--- src/rtl/fb_clk_pkg.sv ---
// Shared types and helpers for the fabric clock-enable generator.
// Holds the settle FSM state encoding and counter-width helper.
package fb_clk_pkg;

  typedef enum logic {
    SETTLE = 1'b0,
    RUN    = 1'b1
  } state_t;

  localparam int DIV_W_DEF = 8;

  // Width needed to count from 0 up to cycles-1 (never narrower than 1 bit).
  function automatic int settle_cnt_w(input int cycles);
    return (cycles <= 2) ? 1 : $clog2(cycles);
  endfunction

endpackage

--- src/rtl/fb_clken_ch.sv ---
// One enable channel: shadow/active ratio registers, down-counter and strobe.
// Ratios 0 and 1 both yield a strobe on every cycle.
module fb_clken_ch
  import fb_clk_pkg::*;
#(
  parameter int DIV_W       = DIV_W_DEF,
  parameter int DEFAULT_DIV = 4
) (
  input  logic             fclk,
  input  logic             rst,
  input  logic             run,
  input  logic             align,
  input  logic             load,
  input  logic [DIV_W-1:0] div,
  output logic             ce
);

  localparam logic [DIV_W-1:0] DEF_RATIO = DIV_W'(DEFAULT_DIV);
  localparam logic [DIV_W-1:0] ZERO      = {DIV_W{1'b0}};
  localparam logic [DIV_W-1:0] ONE       = DIV_W'(1);

  logic [DIV_W-1:0] shadow_r;
  logic [DIV_W-1:0] active_r;
  logic [DIV_W-1:0] cnt_r;
  logic             ce_r;
  logic [DIV_W-1:0] shadow_nxt_s;
  logic [DIV_W-1:0] reload_s;
  logic             strobe_s;

  // A load arriving on a strobe edge already governs the period that strobe starts.
  always_comb begin
    shadow_nxt_s = shadow_r;
    reload_s     = ZERO;
    strobe_s     = 1'b0;
    if (load) begin
      shadow_nxt_s = div;
    end else begin
      shadow_nxt_s = shadow_r;
    end
    if (shadow_nxt_s == ZERO) begin
      reload_s = ZERO;
    end else begin
      reload_s = shadow_nxt_s - ONE;
    end
    strobe_s = run && !align && ((cnt_r == ZERO) || (active_r <= ONE));
  end

  // Ratio registers, period counter and registered strobe.
  always_ff @(posedge fclk) begin
    if (rst) begin
      shadow_r <= DEF_RATIO;
      active_r <= DEF_RATIO;
      cnt_r    <= ZERO;
      ce_r     <= 1'b0;
    end else begin
      shadow_r <= shadow_nxt_s;
      if (align) begin
        cnt_r <= ZERO;
        ce_r  <= 1'b0;
      end else if (strobe_s) begin
        cnt_r    <= reload_s;
        active_r <= shadow_nxt_s;
        ce_r     <= 1'b1;
      end else begin
        ce_r <= 1'b0;
        if (run && (cnt_r != ZERO)) begin
          cnt_r <= cnt_r - ONE;
        end
      end
    end
  end

  assign ce = ce_r;

endmodule

--- src/rtl/fb_clken_gen.sv ---
// Clock-enable generator: settle FSM, ready flag and NUM_CH divide-by-D channels.
// All channels leave SETTLE with zeroed counters, so their first strobes coincide.
module fb_clken_gen
  import fb_clk_pkg::*;
#(
  parameter int NUM_CH        = 2,
  parameter int DIV_W         = DIV_W_DEF,
  parameter int SETTLE_CYCLES = 16,
  parameter int DEFAULT_DIV   = 4
) (
  input  logic                    fclk,
  input  logic                    rst,
  input  logic [NUM_CH*DIV_W-1:0] div_in,
  input  logic [NUM_CH-1:0]       div_load,
  input  logic                    align,
  output logic [NUM_CH-1:0]       ce_out,
  output logic                    ready
);

  localparam int            SW          = settle_cnt_w(SETTLE_CYCLES);
  localparam logic [SW-1:0] SETTLE_LAST = SW'(SETTLE_CYCLES - 1);

  state_t        state_r;
  state_t        state_nxt_s;
  logic [SW-1:0] settle_cnt_r;
  logic [SW-1:0] settle_cnt_nxt_s;
  logic          ready_r;
  logic          run_s;
  logic          align_run_s;

  // Settle sequencing: count out the interval, then stay in RUN until reset.
  always_comb begin
    state_nxt_s      = state_r;
    settle_cnt_nxt_s = settle_cnt_r;
    case (state_r)
      SETTLE: begin
        if (settle_cnt_r == SETTLE_LAST) begin
          state_nxt_s = RUN;
        end else begin
          settle_cnt_nxt_s = settle_cnt_r + SW'(1);
        end
      end
      RUN: begin
        state_nxt_s = RUN;
      end
      default: begin
        state_nxt_s      = SETTLE;
        settle_cnt_nxt_s = {SW{1'b0}};
      end
    endcase
  end

  // FSM state, settle counter and ready flag.
  always_ff @(posedge fclk) begin
    if (rst) begin
      state_r      <= SETTLE;
      settle_cnt_r <= {SW{1'b0}};
      ready_r      <= 1'b0;
    end else begin
      state_r      <= state_nxt_s;
      settle_cnt_r <= settle_cnt_nxt_s;
      ready_r      <= (state_r == RUN);
    end
  end

  assign run_s       = (state_r == RUN);
  assign align_run_s = align & run_s;
  assign ready       = ready_r;

  for (genvar i = 0; i < NUM_CH; i++) begin : g_ch
    fb_clken_ch #(
      .DIV_W       (DIV_W),
      .DEFAULT_DIV (DEFAULT_DIV)
    ) u_ch (
      .fclk  (fclk),
      .rst   (rst),
      .run   (run_s),
      .align (align_run_s),
      .load  (div_load[i]),
      .div   (div_in[i*DIV_W +: DIV_W]),
      .ce    (ce_out[i])
    );
  end

endmodule

--- config.mk ---
export PLATFORM = sky130hd
export DESIGN_NAME = fb_clken_gen
export DESIGN_NICKNAME = d
export VERILOG_FILES = /design/src/rtl/fb_clk_pkg.sv /design/src/rtl/fb_clken_ch.sv /design/src/rtl/fb_clken_gen.sv
export SDC_FILE = /design/constraint.sdc
export NUM_CORES = 1
export LEC_CHECK = 0
export CAP_MARGIN = 10
export CORE_MARGIN = 2
export CORE_UTILIZATION = 30
export CTS_BUF_LIST = sky130_fd_sc_hd__clkbuf_2 sky130_fd_sc_hd__clkbuf_4 sky130_fd_sc_hd__clkbuf_8
export DETAILED_ROUTE_END_ITERATION = 10
export SYNTH_ARGS = -nofsm -noshare
export SYNTH_HDL_FRONTEND = slang
export SYNTH_SLANG_ARGS = --single-unit
--- constraint.sdc ---
create_clock -name fclk -period 2.55 [get_ports fclk]
set_input_delay 0.255 -clock fclk [delete_from_list [all_inputs] [get_ports fclk]]
set_output_delay 0.255 -clock fclk [all_outputs]
set_load 0.02 [all_outputs]
==> key figures, run 1 <==
Pwr
  – P_leak: 0.001216 uW
  – Total Power: about 1700 uW
  – Worst ir drop on vdd: 0.1940 mV
  – Cell Pwr Density: 491.6 mW/mm2

Drt
  – Antenna Nets Post-Route: 0
  – Top routing layer used: met4
  – Total Routed Length: 6.525 mm
  – Drc violations: 0
  – DRC marker count from the first detailed-route iteration: 122
  – Met2 wire length: roughly 2.9 mm
  – WL/cell: 13.74 um
  – M1 WL: 3.367 mm
  – Via density: 5.053
  – Wire length on met3: between 150 and 200 um
  – Via count: 2,400
  – TritonRoute pass-1 iters: 4

STA
  – Worst Max-Slew Pin Slew: around 700 ps
  – Achievable Freq: 467.4 MHz
  – RSZ-0062 raised after global routing: false
  – Worst slew margin: 0.5331
  – Final hold vios: 0
  – Clock Skews: 10.83 ps
  – Pins Over Slew Limit: 0
  – Hold Slack: 472.2 ps
  – Setup violations, final: 0
  – Setup TNS Final: 0 ps
  – Minimum clock period: 2139 ps
  – Fin crit share: 0.8390

Critical path
  – Worst Path Required: 2740 ps
  – Slowest cell delay on critical path: 450 ps
  – CP Cell Sequence: inv_1 > ha_1 > nor3b_2 > a22oi_2 > or2_0 > nor2_1 > a211o_1
  – Worst setup SP type: flop
  – Data arrival, critical path: about 2300 ps
  – CP Capture Type: flop
  – Reg2Reg Setup Slack: slightly above 400 ps
  – Critical path class: reg2reg
  – Slowest cell on crit path: or2_0
  – CP Max Fanout: 7

Floorplanning
  – Effective utilization at floorplan: 0.3106
  – Die height: around 100 um
  – Placeable Area: 0.009284 mm2
  – Chip width: 102.0 um
  – Die area: 0.01041 mm2
  – Rows: 35
  – # IOs: 24

GRT
  – First-pass GRT wire length: approximately 11 mm
  – Maximum number of pins on one net before global-route repair: 40
  – GR Util All Layers: 0.1323
  – Vias in the first global route: 2,278
  – Grt ovf: 0
  – Initial antenna violation count: 0

Layout
  – Leading cell type in the layout, fill and taps excluded: dfxtp_1
  – Final std cells w/o fill: approximately 480
  – Sequential cell area: 0.001081 mm2
  – Final #Nets: 374
  – Area of the multi-input gates: around 0.0017 mm2
  – Commonest non-fill, non-tap cells in the layout: dfxtp_1 (54), nor2_1 (39), clkdlybuf4s50_1 (23), nand2_1 (22)
  – Area grow syn2layout: 17.27%
  – # fillers: 977
  – Share of layout cells above drive strength 1: 0.09827
  – N_diodes: 0

CTS
  – Clk slew on worst S/H paths: 90 ps
  – CTS tree: yes
  – Clock buffer depth: 2
  – Post-CTS sizing: 0
  – Htree depth: 2
  – # clock sinks: 54
  – CTS Buf Count: 5
  – Post-CTS Hold Buffers: 0
  – CTS Root Buffer Type: clkbuf_8
  – Setup Fix Bufs, Post-CTS: 0
  – Clk_lat worst skew: 310 ps

Logic synthesis
  – Dominant synthesized flop cell: dfxtp_1
  – Synth cell types: 63
  – Xor/xnor share of the synthesized area: 0.05770
  – Yosys top cell area share: 0.3748
  – Simple logic cell fraction of the synthesized area: 0.2156
  – Synth warn: 0
  – Leading area contributor after synthesis: dfxtp_1
  – Largest family of logic cells by synthesized area: compound AO/OA/AOI/OAI gates
  – Synthesized cell area: 0.002884 mm2
  – Synthesized Nets: roughly 350
  – Syn_area_per_cell: just under 9 um2
  – Post-synth EDFFs: 0
  – Compound-Gate Fraction of Synth Area: 0.2174
  – Asr flop ratio synth: 0
  – Post-Synthesis Cells: between 300 and 400
  – Flops & latches, synth: 54
  – Adder-cell share of the synthesized area: 0.03037
  – Seq/Total Area, Yosys: 0.3748
  – Proportion of synthesized area in mux cells: 0.05900
  – Ranking of synthesized cells by area: dfxtp_1 (37%), mux2i_1 (5.9%), nor2_1 (5.1%), xor2_1 (3.6%), a211oi_1 (3.1%)

Placed design
  – Port bufs: 23
  – DP HPWL: 4.812 mm
  – Final GP Congestion: a little under 0.9
  – Placed cells: 468

Flow run
  – Max Cap Viol: 0

Worst hold path
  – Hold WC Path Type: reg2reg

Outcome
  – Outcome: finished, final reports clean
sequential cells by signal, indices dropped and copies added, names as in the netlist:
name / cells
settle_cnt_r: 4
g_ch.u_ch.shadow_r: 16
g_ch.u_ch.cnt_r: 16
run_s: 1
ready: 1
g_ch.u_ch.ce: 2
g_ch.u_ch.active_r: 14
worst paths after layout:
check / start / end / depth (start not counted)
setup / recovery: g_ch[0].u_ch.cnt_r[0]$_SDFFE_PP0P_ / g_ch[0].u_ch.active_r[2]$_SDFFE_PP1P_ / 7
hold reg to reg: g_ch[0].u_ch.active_r[2]$_SDFFE_PP1P_ / g_ch[0].u_ch.active_r[2]$_SDFFE_PP1P_ / 1
hold / removal: g_ch[0].u_ch.active_r[2]$_SDFFE_PP1P_ / g_ch[0].u_ch.active_r[2]$_SDFFE_PP1P_ / 1
setup reg to reg: g_ch[0].u_ch.cnt_r[0]$_SDFFE_PP0P_ / g_ch[0].u_ch.active_r[2]$_SDFFE_PP1P_ / 7
metal layers:
| layer | up-vias | track usage |
|---|---|---|
| li1 | 1225 | - |
| met1 | 1127 | 0.1881 |
| met2 | 43 | 0.2100 |
| met3 | 5 | 0.02052 |
| met4 | 0 | 0.03487 |
| met5 | - | 0 |
synthesized netlist by cell type, types with 2 or more instances:
master / instances
dfxtp_1: 54
a211oi_1: 12
o211a_1: 2
nor3_1: 10
xnor2_1: 7
ha_1: 7
nor2b_1: 3
nand3_1: 5
nor4b_1: 2
o21ai_0: 17
nor3b_1: 5
mux2i_1: 17
nand2b_1: 5
or3_1: 2
o221ai_1: 4
buf_4: 4
a21o_1: 3
inv_1: 7
nor4_1: 5
a22oi_2: 2
buf_2: 5
a21oi_1: 15
nand2_1: 22
a211o_1: 2
a31oi_1: 9
nor2_1: 39
xor2_1: 12
or4_4: 2
clkbuf_1: 10
stage by stage:
step                      instance area [um2]  worst slack, ps    util
after detailed placement                 3269            190.6  0.3522
after CTS                                3382            428.9  0.3643
final                                    3382            410.5  0.3643
after global placement                   3269            248.5  0.3522
after global routing                     3382            226.7  0.3643
after floorplan                          2884            596.2       -
power by group:
part           switching [uW]  internal, uW  leakage, uW  total [uW]
Sequential               14.4           862     0.000439         876
Clock                     273           315    0.0000573         587
Combinational             104          95.4     0.000720         199
Total                     391          1270      0.00122        1660
critical path, delay by kind of cell, from the launching register on:
kind	cells	cell delay (ps)
buffers and inverters	1	70
and+or+nand+nor	3	760
DFF	1	390
adders and majority gates	1	220
AOI/OAI and AO/OA	2	590
logic make-up (layout without fill, tap and decap cells):
| logic type | Yosys count | after routing |
|---|---|---|
| adder cells (fa/ha/maj) | 7 | 7 |
| multiplexers | 17 | 17 |
| flip-flops | 54 | 54 |
| buffers and inverters | 27 | 50 |
| AO/OA/AOI/OAI | 85 | 85 |
| AND/OR/NAND/NOR | 114 | 114 |
| XOR/XNOR | 19 | 19 |
layout make-up:
cell class / instances / area share
Clock buffer: 6 / 0.02442
Timing Repair Buffer: 36 / 0.09693
Inverter: 7 / 0.007769
Sequential cell: 54 / 0.3196
Multi-Input combinational cell: 242 / 0.4946
Clock inverter: 1 / 0.008879
Tap cell: 129 / 0.04772
Power figures use the tool's default switching activity.
==> inputs of run 2 (changes only) <==
==> constraint.sdc (replaced) <==
create_clock -name fclk -period 2.2 [get_ports fclk]
set_input_delay 0.22 -clock fclk [delete_from_list [all_inputs] [get_ports fclk]]
set_output_delay 0.22 -clock fclk [all_outputs]
set_load 0.02 [all_outputs]
==> run 2 against run 1 <==
  * Total power rose by 18%
  * Largest power group unchanged
  * Hold slack improved by 13 ps
  * Critical endpoint unchanged
  * Sequential share of layout area fell by 1.0 points
  * Worst setup slack got worse by 260 ps
==> key figures, run 2 (synthesis results as in run 1) <==
Outcome
  – Outcome: finished, final reports clean

Layout
  – Share of layout cells above drive strength 1: 0.1261
  – Final #Nets: 384
  – Design Area, Final: about 0.0035 mm2
  – Commonest non-fill, non-tap cells in the layout: dfxtp_1 (54), nor2_1 (39), clkdlybuf4s50_1 (23), nand2_1 (22), buf_4 (21)
  – # fillers: 987
  – N_diodes: 0
  – Top Registers: g_ch.u_ch.cnt_r x16, g_ch.u_ch.shadow_r x16, g_ch.u_ch.active_r x14
  – Fin util: 0.3761
  – Leading cell type in the layout, fill and taps excluded: dfxtp_1
  – Area grow syn2layout: 21.08%

GRT
  – Busiest grt layer: met2
  – GR Util met1: 0.1914
  – Vias in the first global route: 2,330
  – Maximum number of pins on one net before global-route repair: 40
  – Met3 Use GR: 0.01915
  – First-pass GRT wire length: 11.09 mm
  – GR Util All Layers: 0.1343
  – Grt ovf: 0
  – Initial antenna violation count: 0
  – Met2 GRT Util: 0.2070

Critical path
  – R2r worst-path depth: 7
  – CP Max Fanout: 7
  – Worst Path Required: ~2400 ps
  – CP Capture Type: flop
  – CP Cell Sequence: inv_1 > ha_1 > nor3b_4 > a22oi_2 > or2_0 > nor2_1 > a211o_1
  – Top Family by Delay on Critical Path: simple AND/OR/NAND/NOR gates
  – Critical path class: reg2reg
  – Reg-to-reg critical path endpoint: g_ch[0].u_ch.active_r[2]$_SDFFE_PP1P_
  – RR Startpoint: g_ch[0].u_ch.cnt_r[0]$_SDFFE_PP0P_
  – Reg2Reg Setup Slack: around 150 ps
  – CP Buf/Inv Count: 1
  – Slowest cell delay on critical path: 430 ps
  – Worst setup SP type: flop
  – Slowest cell on crit path: or2_0
  – Data arrival, critical path: roughly 2300 ps

Placed design
  – Area after DPL: 0.003369 mm2
  – Port bufs: 23
  – Final GP Congestion: 1.007
  – DP HPWL: 4.946 mm

Worst hold path
  – Hold Startpoint: g_ch[1].u_ch.active_r[2]$_SDFFE_PP1P_
  – Hold EP: g_ch[1].u_ch.active_r[2]$_SDFFE_PP1P_
  – WHS Path Cells: 1
  – Hold WC Path Type: reg2reg

STA
  – RSZ-0062 raised after global routing: false
  – Clock Skews: 6.557 ps
  – Pins Over Slew Limit: 0
  – Fin crit share: 0.9327
  – Worst Max-Slew Pin Slew: between 500 and 600 ps
  – Setup violations, final: 0
  – Minimum clock period: 2052 ps
  – Final hold vios: 0
  – Worst slew margin: 0.6009
  – Achievable Freq: ~490 MHz

CTS
  – Clk slew on worst S/H paths: 100 ps
  – # clock sinks: 54
  – Clk_lat worst skew: 310 ps
  – CTS tree: yes
  – Setup Fix Bufs, Post-CTS: 0
  – CTS Buf Count: 5
  – CTS Root Buffer Type: clkbuf_8
  – Htree depth: 2
  – Clock buffer depth: 2

Drt
  – TritonRoute pass-1 iters: 4
  – Via count: 2,411
  – Total Routed Length: 6.626 mm
  – WL/cell: 13.63 um
  – Antenna Nets Post-Route: 0
  – DRC marker count from the first detailed-route iteration: about 110
  – Via density: 4.961
  – Drc violations: 0

Pwr
  – P_leak: roughly 0.0013 uW
  – Cell Pwr Density: between 500 and 600 mW/mm2
  – Worst ir drop on vdd: 0.2491 mV

Floorplanning
  – Effective utilization at floorplan: 0.3106
  – # IOs: 24
  – Placeable Area: 0.009284 mm2
  – Chip width: 102.0 um
  – Die area: ~0.010 mm2
  – Rows: 35
  – Die height: between 100 and 150 um

Flow run
  – Max Cap Viol: 0
## run 2: metrics by stage
step                      hold WS, ps  total power, uW  cells  setup slack, ps  setup TNS, ps
final                           485.3             1965    486            148.0              0
after global routing            520.2             2060    486            3.660              0
after CTS                       484.5             1991    486            102.1              0
after detailed placement        460.2             1287    478           -88.50         -222.5
after global placement          444.5             1288    478            4.240              0
after floorplan                 414.9             1177    323            281.2              0
## run 2: how the worst max path moves through the flow
stage | cells after the start | end | slack, ps | from
global route | 7 | g_ch[0].u_ch.active_r[2]$_SDFFE_PP1P_ | 4 | g_ch[0].u_ch.cnt_r[0]$_SDFFE_PP0P_
finish | 7 | g_ch[0].u_ch.active_r[2]$_SDFFE_PP1P_ | 150 | g_ch[0].u_ch.cnt_r[0]$_SDFFE_PP0P_
global placement | 8 | g_ch[1].u_ch.cnt_r[4]$_SDFFE_PP0P_ | 4 | div_load[1]
floorplan | 9 | g_ch[1].u_ch.cnt_r[6]$_SDFFE_PP0P_ | 280 | div_load[1]
detailed placement | 8 | g_ch[1].u_ch.cnt_r[4]$_SDFFE_PP0P_ | -90 | div_load[1]
CTS | 7 | g_ch[0].u_ch.active_r[2]$_SDFFE_PP1P_ | 100 | g_ch[0].u_ch.cnt_r[0]$_SDFFE_PP0P_
## run 2: area by class of cell
type                            instances  area, um2  share of cell area
Clock inverter                          3      47.55             0.01362
Multi-Input combinational cell        242       1679              0.4808
Timing Repair Buffer                   46      427.9              0.1225
Clock buffer                            5      68.82             0.01971
Inverter                                7      26.28            0.007524
Sequential cell                        54       1081              0.3096
Tap cell                              129      161.4             0.04622
## run 2: metal layers
layer  part of all wire  wire length [um]
met4              0.016               105
met3              0.028               188
met5                  0                 0
met2               0.45              2981
met1               0.51              3351
## run 2: power breakdown
group	internal, uW	switching [uW]	total (uW)
Combinational	125	122	248
Sequential	999	16.6	1020
Clock	348	354	702
## run 2: timing repair
action,4_1_cts,5_1_grt
endpoints found under the setup margin,0,3
resized for setup,0,1
hold buffers,0,0
